--- src/rtl/counter_slot_arbiter.sv ---
// Round-robin arbiter that lends one shared W-bit up-counter to N requesters for dur+1 cycles each.
// Optional completed-slot statistics counter enabled by defining SLOT_STATS_EN.
module counter_slot_arbiter #(
  parameter int N = 4,
  parameter int W = 4
) (
  input  logic           clk,
  input  logic           reset,
  input  logic [N-1:0]   req_i,
  input  logic [N*W-1:0] dur_i,
  output logic [N-1:0]   grant_o,
  output logic           busy_o,
  output logic [W-1:0]   cnt_o,
  output logic [N-1:0]   done_o,
  output logic [7:0]     grant_count_o
);
  localparam int IW = (N > 1) ? $clog2(N) : 1;

  typedef enum logic [1:0] {IDLE, RUN, DONE} state_e;

  state_e          state_q, state_d;
  logic [N-1:0]    grant_q, grant_d;
  logic [N-1:0]    done_q,  done_d;
  logic [W-1:0]    cnt_q,   cnt_d;
  logic [W-1:0]    dur_q,   dur_d;
  logic [IW-1:0]   rr_q,    rr_d;
  logic [IW-1:0]   win_q,   win_d;

  logic            arb_hit;
  logic [IW-1:0]   arb_idx;
  logic [IW-1:0]   scan_idx;
  logic [W-1:0]    arb_dur;
  logic [IW-1:0]   win_nxt;

  // Scan downward in offset so the closest requester above rr_q is the last writer.
  always_comb begin
    arb_hit  = 1'b0;
    arb_idx  = '0;
    scan_idx = '0;
    for (int k = N-1; k >= 0; k--) begin
      scan_idx = IW'((int'(rr_q) + k) % N);
      if (req_i[scan_idx]) begin
        arb_hit = 1'b1;
        arb_idx = scan_idx;
      end
    end
  end

  always_comb begin
    arb_dur = '0;
    for (int i = 0; i < N; i++)
      if (arb_idx == IW'(i)) arb_dur = dur_i[i*W +: W];
  end

  assign win_nxt = (win_q == IW'(N-1)) ? '0 : win_q + 1'b1;

  always_comb begin
    state_d = state_q;
    grant_d = grant_q;
    done_d  = '0;
    cnt_d   = cnt_q;
    dur_d   = dur_q;
    rr_d    = rr_q;
    win_d   = win_q;
    case (state_q)
      IDLE: begin
        if (arb_hit) begin
          grant_d          = '0;
          grant_d[arb_idx] = 1'b1;
          win_d            = arb_idx;
          dur_d            = arb_dur;
          cnt_d            = '0;
          state_d          = RUN;
        end
      end
      RUN: begin
        // A dropped request aborts even on the final count.
        if (!req_i[win_q]) begin
          grant_d = '0;
          cnt_d   = '0;
          rr_d    = win_nxt;
          state_d = IDLE;
        end else if (cnt_q == dur_q) begin
          grant_d        = '0;
          done_d[win_q]  = 1'b1;
          state_d        = DONE;
        end else begin
          cnt_d = cnt_q + 1'b1;
        end
      end
      DONE: begin
        cnt_d   = '0;
        rr_d    = win_nxt;
        state_d = IDLE;
      end
      default: state_d = IDLE;
    endcase
  end

  always_ff @(posedge clk or posedge reset) begin
    if (reset) begin
      state_q <= IDLE;
      grant_q <= '0;
      done_q  <= '0;
      cnt_q   <= '0;
      dur_q   <= '0;
      rr_q    <= '0;
      win_q   <= '0;
    end else begin
      state_q <= state_d;
      grant_q <= grant_d;
      done_q  <= done_d;
      cnt_q   <= cnt_d;
      dur_q   <= dur_d;
      rr_q    <= rr_d;
      win_q   <= win_d;
    end
  end

  assign grant_o = grant_q;
  assign done_o  = done_q;
  assign cnt_o   = cnt_q;
  assign busy_o  = (state_q != IDLE);

`ifdef SLOT_STATS_EN
  logic [7:0] gcnt_q;
  always_ff @(posedge clk or posedge reset) begin
    if (reset)
      gcnt_q <= '0;
    else if (state_q == RUN && state_d == DONE && gcnt_q != 8'hFF)
      gcnt_q <= gcnt_q + 8'd1;
  end
  assign grant_count_o = gcnt_q;
`else
  assign grant_count_o = '0;
`endif

endmodule

--- config.mk ---
export PLATFORM = sky130hd
export DESIGN_NAME = counter_slot_arbiter
export DESIGN_NICKNAME = d
export VERILOG_FILES = /design/src/rtl/counter_slot_arbiter.sv
export SDC_FILE = /design/constraint.sdc
export NUM_CORES = 1
export LEC_CHECK = 0
export CAP_MARGIN = 10
export CORE_UTILIZATION = 41
export CTS_CLUSTER_SIZE = 28
export DETAILED_ROUTE_END_ITERATION = 16
export GPL_ROUTABILITY_DRIVEN = 0
export PLACE_DENSITY = 0.75
export RECOVER_POWER = 100
export SLEW_MARGIN = 15
export SYNTH_ARGS = -nofsm -noshare
export SYNTH_HDL_FRONTEND = slang
export SYNTH_SLANG_ARGS = --single-unit
--- constraint.sdc ---
create_clock -name clk -period 1.9 [get_ports clk]
set_input_delay 0.38 -clock clk [delete_from_list [all_inputs] [get_ports clk]]
set_output_delay 0.38 -clock clk [all_outputs]
set_load 0.05 [all_outputs]
-- Word-level counts from Yosys, hierarchy flattened
Index checks and enable logic that the tools add are counted.
- bits in registers: 22
- input port bits: 22
- output and inout port bits: 21
- word-level logic and storage cells: 88
- $add $sub $neg: 5
- $lt $le $gt $ge: 8
- equality and inequality tests: 11
- muxes and demuxes: 44
- reductions and logical operators: 13
- operators by type and width (kind ; number):
    $mux 4 ; 13
    $lt 2x3->1 const B ; 6
    $mux 2 ; 9
    $pmux 4 s3 ; 1
    $mux 1 ; 11
    $bmux 1 s2 ; 5
    $eq 2x2->1 const B ; 4
    $pmux 2 s2 ; 2
    $pmux 4 s2 ; 1
    $ne 3x3->1 const B ; 2
    $reduce_and 2->1 ; 3
    $reduce_and 3->1 ; 2
    $reduce_bool 2->1 ; 3
    $add 2x1->2 const B ; 2
    $add 2x2->2 const B ; 2
    $add 4x1->4 const B ; 1
    $demux 1 s2 ; 2
    $eq 2x1->1 const B ; 2
    $eq 4x4->1 ; 1
    $ge 2x1->1 const B ; 2
    $logic_not 2->1 ; 2
    $ne 2x2->1 const B ; 2
    $reduce_bool 3->1 ; 1
    $logic_and 1x1->1 ; 2

-- Longest topological paths before layout
- depth in word-level cells: 13
- mapped depth: 6
- mapped depth without buffers: 5

-- Least setup slack after synthesis
OpenSTA, ideal clock, no wires.
- kind: register to register
- from: register rr_q[1]
- to: register dur_q[1]
- setup time: 126 ps
- data arrival time: 1669 ps
- data required time: 1774 ps
- slack: 105 ps
- cell stages (with the launch flop): 6
- buffers on the path: 1
- period minus slack after synthesis: 1795 ps
- cell sequence: dfrtp_1 or3b_1 o221ai_2 buf_6 mux2_4 a221o_1
- word-level cells in the longest chain between the ends: 12
- elaborated cells on any way between the ends: 28
- classes of those cells: add/sub (3); eq/ne (3); mux (20); reduce/logical (2)
- RTL lines (what ; RTL line ; RTL):
    start, declared ; 26 ; logic [IW-1:0] rr_q, rr_d;
    start signal, assigned ; 115 ; rr_q <= rr_d;
    $add 2x2->2 ; 41 ; scan_idx = IW'((int'(rr_q) + k) % N);
    $bmux 1 s2 ; 42 ; if (req_i[scan_idx]) begin
    $mux 1 (implied by the code) ; 42 ;
    $mux 2 (4 in series) ; 42 ;
    $logic_not 2->1 ; 52 ; if (arb_idx == IW'(i)) arb_dur = dur_i[i*W +: W];
    $mux 4 (4 in series) ; 52 ;
    end signal, assigned ; 114 ; dur_q <= dur_d;
    end, declared ; 25 ; logic [W-1:0] dur_q, dur_d;
Several ways; a longest one is shown, not always the timed one. The select of a mux whose other input is x is not followed.
A chain may end at the register's enable or synchronous reset.

-- Worst setup path after layout
- from: register done_q[1] (netlist: done_o[1])
- to: output port done_o[1]
- RTL lines (what ; RTL line ; RTL):
    start, declared ; 23 ; logic [N-1:0] done_q, done_d;
    start signal, assigned ; 112 ; done_q <= done_d;
    end, declared ; 14 ; output logic [N-1:0] done_o,
No word-level cell between the ends.

==> flow_summary.toml <==
[route]
ant_nets = 0
wl_per_cell_um = 13.5
vias_per_cell = 5.05
wirelength_mm = 2.95
drt_iter0_drc = 30
vias = 1107
drt_drc_violations_left = 0
drt-pass1-iter-count = 4

[global_route]
grt_pass1_vias = 1053
antenna_found_initial = 0
track_usage = 0.172
grt_pass1_wl_mm = 4.46
grt_max_degree = 23
grt-ovfl-total = 0

[clock_network]
worstSkewPairLatency_ps = 310
tritoncts = "yes"
cts-root-buf = "clkbuf_4"
cts_buffers = 3
cts_sinks = 22
cts_buffer_depth = 2
clk_pin_slew_ps = 120
htree_levels = 1

[floorplan]
die_area_um2 = 3440
die_h_um = 58.7
ioPinCount = 43
initial_core_util = 0.432
core_um2 = 3050
fp-row-count = 20
die_width_um = 58.7

[timing]
max-slew-margin-rel = 0.194
drv_slew = 0
fin_setup_tns_ps = 0
fin_crit_sh = 0.964
fmax_mhz = 546
finalHoldViolCount = 0
worstMarginPinSlew_ps = 1210
finalClockSkew_ps = 2.41
min_period_ps = 1830
rsz0062_at_grt = "no"
setup_viol = 0

[cells_and_area]
area_growth_pct = 34.7
n_antenna_cell = 0
nFillCells = 299
drive_gt1_frac = 0.200
fin_nets = 203
fin_util = 0.581

[worst_setup_path]
startpoint_type = "flip-flop"
slowest_stage = "clkdlybuf4s50_1"
cp_num_buf_inv = 1
critical_path_class = "reg -> out"
cp_max_fo = 1
crit_family = "buffers and inverters"
arrival_ps = 1450
end_kind = "output port"
cp.required_ps = 1520
crit_chain = "clkdlybuf4s50_1"
critPathMaxStageDelay_ps = 800

[logic_synthesis]
yosys-top-cells-area = "dfrtp_1 (42%), buf_4 (5.1%), ha_1 (4.7%)"
avgSynthCellArea_um2 = 10.8
syn_inst = 122
netlist_top_cells_count = "dfrtp_1 (22), buf_4 (9), inv_1 (7)"
yosys.area.top_type = "dfrtp_1"
synth.most_common_cell = "dfrtp_1"
synth_flop_cell = "dfrtp_1"
synth_cell_types = 43
synth-edff-count = 0
ys_warn_count = 0
yosysTopAreaCellShare = 0.418
yosysSeqAreaShare = 0.418
syn-cell-area_um2 = 1320
ys_ff_latch = 22
synthArstFlopShare = 1.00

[run_status]
status = "finished, final reports clean"

[pwr]
p_sw_uw = 1200
leakagePower_uw = 0.000822
p_seq_frac = 0.311
p_int_uw = 1430
power_frac_comb = 0.590
ir_drop_v = 0.000515
clockPowerShare = 0.100
powerDensity_nw_per_um2 = 1480
swShare = 0.455

[placement]
portBuffers = 34
dp_hpwl_mm = 2.15

[min_path]
holdCritPathClass = "reg -> reg"

[flow_run]
maxCapViolations = 0
[cell usage in the layout, fill, tap and decap left out, types with 3 or more instances in the layout]
cell type        instances
buf_4                   14
dfrtp_1                 21
inv_1                    7
nor3_1                   4
ha_1                     5
conb_1                   8
o21ai_0                  3
a221o_1                  5
a22o_1                   4
dlygate4sd2_1            4
mux2i_1                  4
nand3_1                  3
clkbuf_4                 4
clkdlybuf4s50_1         21
nor2_1                   6
nand2_1                  6
xnor2_1                  4
clkbuf_1                11
and2_0                   4
[path summary, 6_finish.rpt]
check / from / end / slack, ps / cells after the start
max in group asynchronous: reset / rr_q[1]$_DFFE_PP0P_ / 350 / 3
min in group asynchronous: reset / cnt_o[3]$_DFFE_PP0P_ / 760 / 3
worst min-delay path: grant_o[1]$_DFFE_PP0P_ / grant_o[1]$_DFFE_PP0P_ / 520 / 1
worst max-delay path: done_o[1]$_DFF_PP0_ / done_o[1] / 70 / 1
worst min register to register: grant_o[1]$_DFFE_PP0P_ / grant_o[1]$_DFFE_PP0P_ / 520 / 1
worst max register to register: rr_q[1]$_DFFE_PP0P_ / dur_q[3]$_DFFE_PP0P_ / 80 / 4
[state kept, by name, summed over array words and instances (netlist names)]
register and count:
cnt_o 4, done_o 4, dur_q 4, grant_o 4, rr_q 2, state_q 2, win_q 2
[kinds of logic (layout without fill, tap and decap cells)]
kind of cell	Yosys count	after routing	synth area share
AND/OR/NAND/NOR	34	34	0.145
multiplexers	11	11	0.101
buffers and inverters	19	64	0.0921
XOR/XNOR	4	4	0.0266
other	1	8	0.00285
flip-flops	22	22	0.418
adder cells (fa/ha/maj)	5	5	0.0475
AO/OA/AOI/OAI	26	27	0.167
[timing repair]
item / 4_1_cts / 5_1_grt
hold buffers: 0 / 0
endpoints found under the setup margin: 10 / 7
pin swaps: 2 / 0
gates cloned: 0 / 1
setup buffers: 3 / 0
resized for setup: 6 / 7
[layout make-up]
type | count | area, um2 | share of cell area
multi-input combinational | 89 | 696 | 0.392
sequential | 22 | 552 | 0.311
timing repair buffer | 52 | 404 | 0.228
tap | 44 | 55.1 | 0.0310
clock buffer | 4 | 36.3 | 0.0205
inverter | 8 | 31.3 | 0.0176
[metal layers]
| metal | up-vias | share of wire | track usage |
|---|---|---|---|
| li1 | 531 | - | - |
| met3 | 4 | 0.026 | 0.0132 |
| met4 | 0 | 0.0095 | 0.0748 |
| met1 | 538 | 0.41 | 0.203 |
| met5 | - | 0 | 0 |
| met2 | 34 | 0.55 | 0.320 |
[stage by stage]
stage	cell area [um2]	setup WS, ps	hold WS [ps]	instances	total power, uW
final	1770	69.3	515	219	2630
after floorplan	1340	105	369	129	1890
after CTS	1820	9.37	411	218	2690
after global routing	1770	20.5	543	219	2810
after detailed placement	1750	-443	485	211	2360
after global placement	1750	-394	488	211	2320
[power by group through the flow]
| stage | sequential, uW | combinational, uW | clock [uW] |
|---|---|---|---|
| finish | 816 | 1550 | 262 |
| global route | 837 | 1680 | 288 |
| CTS | 801 | 1620 | 269 |
| detailed placement | 804 | 1560 | 0 |
| global placement | 796 | 1520 | 0 |
| floorplan | 980 | 907 | 0 |
No activity file was read; power rests on OpenSTA's default activity.
==> variant: new RTL, same flow settings <==
Put one more register stage on the output `cnt_o`, with the module's reset. The value now appears one clock later. The other outputs are not delayed to match.
--- a/src/rtl/counter_slot_arbiter.sv
+++ b/src/rtl/counter_slot_arbiter.sv
@@ -119,7 +119,13 @@
 
   assign grant_o = grant_q;
   assign done_o  = done_q;
-  assign cnt_o   = cnt_q;
+  always_ff @(posedge clk or posedge reset) begin
+    if (reset) begin
+      cnt_o <= '0;
+    end else begin
+      cnt_o <= cnt_q;
+    end
+  end
   assign busy_o  = (state_q != IDLE);
 
 `ifdef SLOT_STATS_EN
Behaviour: not the same (a bounded check fails within 4 cycles, from zero or initial values and one cycle with reset high).
==> variant against the unedited design <==
Sequential cell count is 4 higher. Die area is 3.6% higher. Largest power group unchanged. Wire length is 10% lower. Hold slack worse by 0.034 ns. Cell area is 0.99% lower. Total power is 6.6% lower. Worst setup slack worse by 0.015 ns. Critical endpoint is now cnt_o[1]. Area after synthesis is 3.7% higher. Utilization is 1.5 points lower. Critical path depth stayed put.
==> variant: results (changes against the unedited design) <==
Run status
Outcome: finished clean (unchanged).

Clock tree
The maximum level of the CTS H-tree came to 1 (unchanged). The total clock buffers created by CTS is 3 (unchanged). The later-pin clock latency in the skew report came to 0.31 ns (about the same).

The number of buffers between clock root and the deepest sink is 2 (unchanged). After clock tree synthesis, the clock-pin slew on the worst setup and hold paths is 0.13 ns. The CTS root buffer is clkbuf_4 (unchanged).

Global route
The number of global-route vias before repair is 1056 (was 1053). The number of antenna violations at the first check in global routing is 0 (unchanged). The global-route wire length before repair is 4490 um (was 4460 um). The all-layer global routing usage was 0.168 (was 0.172). The pin count of the biggest net entering global routing is 27 (was 23).

Worst setup path
The critical-path cell with the highest stage delay was clkdlybuf4s50_1 (unchanged). The delay contributed by the slowest stage of the critical path is 0.80 ns (about the same). The family with the most delay on the worst path is buffers and inverters (unchanged).

The arrival time at the worst endpoint is 1.47 ns (was 1.45 ns). The maximum fanout along the worst path is 1 (unchanged).

Layout
The share of cells above drive strength 1 was 0.105 (was 0.200). The final net count is 199 (was 203). The diode insertion count for antenna repair is 0 (unchanged).

Detailed routing
The count of nets left with antenna violations after detail routing came to 0 (unchanged). The post-detailed-routing wire length is 2650 um (was 2950 um). The number of search-and-repair iterations in the first detailed-routing pass is 4 (unchanged). The starting DRC count in detailed routing is 16 (was 30). The ratio of routed vias to standard cells was 5.05 (about the same).

Logic synthesis
The share of synthesized area occupied by flip-flops and latches is 0.476 (was 0.418). Most area-consuming cells after synthesis: dfrtp_1, mux2i_1, ha_1 (was dfrtp_1, buf_4, ha_1). The synthesized-area fraction occupied by ao, oa, aoi and oai cells is 0.123 (was 0.167).

The share of cell area taken by muxes after synthesis is 0.0971 (was 0.101). The number of warning messages in the yosys log is 0 (unchanged). Most common library cells after synthesis: dfrtp_1, nand2_1, mux2i_1 (was dfrtp_1, buf_4, inv_1). The largest area contributor in the netlist is dfrtp_1 (unchanged).

The synthesized-area fraction occupied by adder cells is 0.0458 (was 0.0475). The number of different library cells in the post-synthesis netlist is 34 (was 43). The xor and xnor fraction of the mapped netlist area was 0.0256 (was 0.0266).

Worst hold path
The worst min-delay path class is register to register (unchanged).

Place
The total of buffers placed on input and output ports was 34 (unchanged). The worst-case setup slack after placement came to -0.319 ns (was -0.443 ns). The HPWL after detailed placement came to 2160 um (was 2150 um). The post-place instance area is 1760 sq um (was 1750 sq um).

Power
The reported leakage power is 0.823 nW (was 0.822 nW). The maximum resistive drop on vdd is 0.000782 V (was 0.000515 V).

STA
The worst clock skew on the final layout is 0.00547 ns (was 0.00241 ns). The worst-case headroom to the max-slew limit is 0.585 (was 0.194).
==> variant: cell families after synthesis <==
| logic type | after synthesis |
|---|---|
| AO/OA/AOI/OAI | 24 |
| XOR/XNOR | 4 |
| adder cells (fa/ha/maj) | 5 |
| buffers and inverters | 19 |
| flip-flops | 26 |
| multiplexers | 13 |
| other | 1 |
| AND/OR/NAND/NOR | 36 |
==> variant: worst paths after layout <==
check	from	endpoint	slack [ns]	depth (start not counted)
max in group asynchronous	reset	win_q[0]$_DFFE_PP0P_	0.85	3
setup / recovery	cnt_o[1]$_DFF_PP0_	cnt_o[1]	0.05	1
min in group asynchronous	reset	state_q[1]$_DFFE_PP0P_	0.65	3
hold reg to reg	cnt_q[3]$_DFFE_PP0P_	cnt_o[3]$_DFF_PP0_	0.48	0
setup reg to reg	state_q[1]$_DFFE_PP0P_	dur_q[2]$_DFFE_PP0P_	0.22	4
hold / removal	cnt_q[3]$_DFFE_PP0P_	cnt_o[3]$_DFF_PP0_	0.48	0
==> variant: metrics by stage <==
stage	hold slack, ns	power (mW)	instances
floorplan	0.413	1.86	135
global placement	0.447	2.20	211
detailed placement	0.447	2.24	211
CTS	0.411	2.52	215
global route	0.514	2.63	215
finish	0.481	2.45	215
==> variant: layout make-up <==
| type | instances | area (sq um) |
|---|---|---|
| Inverter | 8 | 30.0 |
| Fill cell | 303 | 1350 |
| Clock buffer | 4 | 36.3 |
| Sequential cell | 26 | 651 |
| Timing Repair Buffer | 43 | 359 |
| Multi-Input combinational cell | 90 | 626 |
| Tap cell | 44 | 55.1 |
==> variant: repair_timing <==
item | CTS | global route
endpoints found under the hold margin | 0 | 0
setup buffers | 0 | 0
gates resized for setup | 0 | 5
setup endpoints to repair | 0 | 9
==> variant: layer usage <==
metal,vias up,GRT usage,wire length [um]
met4,0,0.0266,8
met1,521,0.192,1060
met3,2,0.0433,158
met5,-,0,0
met2,41,0.316,1430
li1,522,-,-
==> variant: where the power goes <==
| part | total, mW | switching, mW | internal (mW) |
|---|---|---|---|
| Clock | 0.271 | 0.154 | 0.117 |
| Sequential | 0.906 | 0.171 | 0.735 |
| Combinational | 1.28 | 0.757 | 0.519 |
| Total | 2.45 | 1.08 | 1.37 |
